===== config.mk =====
export PLATFORM = sky130hd
export DESIGN_NAME = rand_symbol_gen
export DESIGN_NICKNAME = d
export VERILOG_FILES = /design/src/rtl/rng_pkg.sv /design/src/rtl/lfsr_core.sv /design/src/rtl/rand_symbol_gen.sv
export SDC_FILE = /design/constraint.sdc
export NUM_CORES = 1
export LEC_CHECK = 0
export BUFFER_PORTS_ARGS = -buffer_cell sky130_fd_sc_hd__buf_2
export CAP_MARGIN = 40
export CORE_ASPECT_RATIO = 0.9
export CORE_UTILIZATION = 47
export CTS_CLUSTER_SIZE = 25
export DETAILED_ROUTE_END_ITERATION = 6
export PLACE_DENSITY = 0.78
export SETUP_SLACK_MARGIN = 0.2
export SLEW_MARGIN = 25
export SYNTH_ARGS = -nofsm -noshare
export SYNTH_HDL_FRONTEND = slang
export SYNTH_HIERARCHICAL = 1
export SYNTH_SLANG_ARGS = --single-unit

===== constraint.sdc =====
create_clock -name clk -period 1.21 [get_ports clk]
set_input_delay 0 -clock clk [delete_from_list [all_inputs] [get_ports clk]]
set_output_delay 0 -clock clk [all_outputs]
set_load 0.05 [all_outputs]

===== src/rtl/rng_pkg.sv =====
// rng_pkg: shared FSM state type and LFSR tap table for the symbol generator
package rng_pkg;
  typedef enum logic {IDLE, DRAW} state_t;
  function automatic logic [31:0] lfsr_taps(input int w);
    return w == 8 ? 32'hB8 : w == 24 ? 32'hE10000 : w == 32 ? 32'h80200003 : 32'hB400;
  endfunction
endpackage


===== src/rtl/lfsr_core.sv =====
// lfsr_core: free-running seedable Fibonacci LFSR with zero-seed substitution
module lfsr_core
  import rng_pkg::*;
#(
  parameter int LFSR_W = 16,
  parameter logic [LFSR_W-1:0] SEED = LFSR_W'(16'hACE1)
) (
  input  logic              clk,
  input  logic              reset,
  input  logic              i_seed_load,
  input  logic [LFSR_W-1:0] i_seed_in,
  output logic [LFSR_W-1:0] o_lfsr
);
  localparam logic [LFSR_W-1:0] TAPS = LFSR_W'(lfsr_taps(LFSR_W));
  logic [LFSR_W-1:0] r_lfsr;
  // shift every cycle; a load wins, and an all-zero seed would lock up so it becomes SEED
  always_ff @(posedge clk)
    if (reset) r_lfsr <= SEED;
    else if (i_seed_load) r_lfsr <= ~|i_seed_in ? SEED : i_seed_in;
    else r_lfsr <= {r_lfsr[LFSR_W-2:0], ^(r_lfsr & TAPS)};
  assign o_lfsr = r_lfsr;
endmodule


===== src/rtl/rand_symbol_gen.sv =====
// rand_symbol_gen: uniform symbol source with rejection sampling, round-robin fallback and run limiter
module rand_symbol_gen
  import rng_pkg::*;
#(
  parameter int LFSR_W = 16,
  parameter int SYM_W = 2,
  parameter int NUM_SYM = 3,
  parameter int MAX_RUN = 3,
  parameter int REJ_LIMIT = 4,
  parameter logic [LFSR_W-1:0] SEED = LFSR_W'(16'hACE1)
) (
  input  logic              clk,
  input  logic              reset,
  input  logic              seed_load,
  input  logic [LFSR_W-1:0] seed_in,
  input  logic              req,
  output logic              busy,
  output logic              rand_valid,
  output logic [SYM_W-1:0]  rand_out
);
  localparam int RJ_W = $clog2(REJ_LIMIT + 1);
  localparam int RN_W = $clog2(MAX_RUN + 1);
  localparam logic [SYM_W:0] NS = (SYM_W + 1)'(NUM_SYM);
  localparam logic [SYM_W-1:0] TOP = SYM_W'(NUM_SYM - 1);
  localparam logic [RJ_W-1:0] RL = RJ_W'(REJ_LIMIT);
  localparam logic [RN_W-1:0] MR = RN_W'(MAX_RUN);
  state_t            r_state, w_next;
  logic [LFSR_W-1:0] w_lfsr;
  logic [SYM_W-1:0]  r_rr, r_last, w_cand, w_base, w_inc, w_pick;
  logic [RJ_W-1:0]   r_rej;
  logic [RN_W-1:0]   r_run;
  logic              r_have, w_oob, w_rej, w_emit;
  lfsr_core #(.LFSR_W(LFSR_W), .SEED(SEED)) u_lfsr (
    .clk(clk), .reset(reset), .i_seed_load(seed_load), .i_seed_in(seed_in), .o_lfsr(w_lfsr)
  );
  assign w_cand = w_lfsr[SYM_W-1:0];
  assign w_oob  = {1'b0, w_cand} >= NS;
  assign w_rej  = w_oob && r_rej < RL;
  assign w_base = w_oob ? r_rr : w_cand;
  assign w_inc  = w_base == TOP ? '0 : w_base + 1'b1;
  assign w_pick = (r_have && w_base == r_last && r_run == MR) ? w_inc : w_base;
  assign w_emit = r_state == DRAW && !w_rej;
  assign busy       = r_state == DRAW;
  assign rand_out   = r_last;
  // next state: idle waits for req, a draw leaves as soon as it is not rejecting
  always_comb begin
    w_next = r_state == IDLE ? (req ? DRAW : IDLE) : (w_rej ? DRAW : IDLE);
  end
  // state register
  always_ff @(posedge clk)
    if (reset) r_state <= IDLE;
    else r_state <= w_next;
  // round-robin counter, rejection count, run tracking and output registers
  always_ff @(posedge clk)
    if (reset) begin
      r_rr       <= '0;
      r_rej      <= '0;
      r_run      <= '0;
      r_have     <= 1'b0;
      r_last     <= '0;
      rand_valid <= 1'b0;
    end else begin
      r_rr       <= r_rr == TOP ? '0 : r_rr + 1'b1;
      r_rej      <= r_state == IDLE ? '0 : w_rej ? r_rej + 1'b1 : r_rej;
      rand_valid <= w_emit;
      if (w_emit) begin
        r_last <= w_pick;
        r_have <= 1'b1;
        r_run  <= (r_have && w_pick == r_last) ? (r_run == MR ? MR : r_run + 1'b1) : RN_W'(1);
      end
    end
endmodule


==> flow_metrics.tcl <==
set metrics [dict create \
    status "finished with violations" \
    violations "negative setup slack" \
    yosysTopAreaCell "dfxtp_1" \
    synth_edf_count 0 \
    synth_area_leaders "dfxtp_1, mux2i_1, nor2_1" \
    drt-total-wl_um 2732 \
    dpl-instance-area_um2 1340 \
    min_path_type "in2reg" \
    root_buffer "clkbuf_4" \
    nets 188 \
    required_ps 1470 \
    start_util 0.5175 \
    grt_use_total 0.2188 \
    setup_viol 3 \
    finalHoldViolations 0 \
    diodes 0 \
    core_um2 2282 \
    fin_crit_sh 1.040 \
    die_h_um 49.56 \
    cts-htree-levels 1 \
    yosysWarnings 6 \
    rsz0062_at_grt "yes" \
    crit_fanout 4 \
    dp_slack_ps -9.476 \
    path_clk_slew_ps 150 \
    period_needed_ps 1258 \
    fin_hold_ws_ps 62.74 \
    p_total_mw 2.047 \
    power_density_nw_per_um2 1261 \
    worst-r2r-cell-count 5 \
    crit_type "reg2reg" \
    synthFlopType "dfxtp_1" \
    wl_met3_um 71 \
    wirelength_met1_um 1307 \
    crit_arrival_ps 1520 \
    holdPathStages 3 \
    relSlewSlack 0.7682 \
    viasPerCell 5.448 \
    synth-async-reset-ratio 0 \
    skew_ps 7.045 \
    setup_tns_ps -60.09 \
    grt_max_degree 17 \
    cts_made_buffers 3 \
    portBuffers 23 \
    rows 16 \
    grt_pass1_wl_um 4305 \
    cts.sinks 28 \
    die_w_um 54.84 \
    grt_antenna_before_repair 0 \
    overflow 0 \
    dpl.hpwl_um 1715 \
    num_vias 1046 \
    cts_buffer_depth 2 \
    place_congestion 0.8028 \
    cp-end-kind "flop" \
    layout-area-overhead-vs-synth_pct 37.50 \
    synth-seq-area-share 0.4746 \
    synth.distinct_cells 33 \
    synthCells 118 \
    wl_met2_um 1277 \
    avgRoutedWirePerCell_um 14.23 \
    maxCapViolCount 0 \
    top_layer_used "met4" \
    stdcell_area_um2 1624 \
    clock_latency_ps 330 \
    synth-seq-cells 28 \
    setup_slack_ps -48.19 \
    synth_top_area_share 0.4746 \
    vdd_ir_drop_max_mv 0.8311 \
    final_layout_size_suffix_gt1_frac 0.3515 \
    drt_first_iter_violations 17 \
    tritoncts "yes" \
    clock.fmax_mhz 794.8 \
    syn_nets 140 \
    grt_pass1_vias 1032 \
    die-area_um2 2718 \
    tightest_slew_ps 344.6 \
    ant_nets 0 \
    drc_errors 0 \
    maxSlewViolCount 0 \
    syn_area_um2 1181 \
    cp-start-kind "flop" \
    p_leak_nw 0.6832 \
    drt_first_pass_iters 4 \
    syn_avg_cell_area_um2 10.01 \
    ios 24 \
]
-- layout by cell type, fill, tap and decap left out, drive strengths merged, types with 2 or more instances in the layout --
cell type	netlist	layout
xor2	2	2
clkbuf	2	5
nor4	4	4
nand2b	2	2
o211ai	3	3
dlygate4sd3	0	18
mux2i	9	9
a21oi	4	4
dfxtp	28	28
a31oi	3	3
buf	2	28
nand2	7	7
a211oi	3	3
ha	2	2
o22a	8	8
nor2	19	19
inv	3	3
nor3	2	2
xnor2	3	3
o21ai	2	2
-- path summary, 6_finish.rpt --
check             slack [ps]               end              from
setup / recovery         -50       rand_out[0]  u_lfsr/o_lfsr[0]
hold / removal            60  u_lfsr/o_lfsr[9]         seed_load
setup reg to reg         -50       rand_out[0]  u_lfsr/o_lfsr[0]
hold reg to reg          430           r_rr[0]           r_rr[0]
-- cell families after synthesis --
| kind of cell | synth area share |
|---|---|
| simple gates | 0.1663 |
| flops | 0.4746 |
| compound gates | 0.1886 |
| mux | 0.07627 |
| buf+inv | 0.03601 |
| xor+xnor | 0.03708 |
| fa+ha+maj | 0.02118 |
-- power by group --
part | switching [mW] | total (mW) | internal, mW
logic | 0.229 | 0.441 | 0.213
clock network | 0.280 | 0.533 | 0.253
registers | 0.0694 | 1.07 | 1.00
-- Yosys cell counts (2+ instances only) --
cell type,instances
a211oi_2,3
a21oi_1,4
a31oi_1,3
buf_6,2
dfxtp_1,28
ha_1,2
inv_1,2
mux2i_1,9
nand2_1,7
nor2_1,19
nor3_1,2
nor4_1,4
o211ai_1,3
o22a_1,8
xnor2_1,3
xor2_1,2
-- sequential cells by signal (all words and copies together), names as in the netlist --
register       cells
r_rr               2
rand_valid         1
r_have             1
r_rej              3
r_run              2
u_lfsr/o_lfsr     16
busy               1
rand_out           2
-- stage by stage --
step,instances,utilization
2_1_floorplan,118,-
3_3_place_gp,168,0.5872
3_5_place_dp,168,0.5872
4_1_cts,189,0.6913
5_1_grt,192,0.7116
6_report,192,0.7116
-- what timing repair did --
action | in CTS | in global routing
setup buffers | 2 | 0
pin swaps | 5 | 3
hold buffers | 15 | 3
endpoints found under the hold margin | 17 | 2
gates cloned | 0 | 0
gates resized for setup | 8 | 9
setup endpoints to repair | 7 | 12
-- critical path, cell delays in order (launching register included) --
cell and delay [ps]:
dfxtp_4 410, inv_4 50, o21ai_4 200, a21oi_2 90, or3_1 320, a31oi_1 130
-- metal layers --
| layer | GRT usage | vias up |
|---|---|---|
| li1 | - | 521 |
| met1 | 0.2846 | 498 |
| met2 | 0.3594 | 18 |
| met3 | 0.02778 | 9 |
| met4 | 0.07692 | 0 |
| met5 | 0 | - |
-- area by class of cell --
cell class / count / area [um2]
Clock buffer: 4 / 47.55
Sequential cell: 28 / 583.1
Fill cell: 161 / 658.1
Timing Repair Buffer: 47 / 347.8
Multi-Input combinational cell: 83 / 598.1
Tap cell: 27 / 33.78
Inverter: 3 / 13.76
Note: power is estimated with default switching activity, not from simulation.
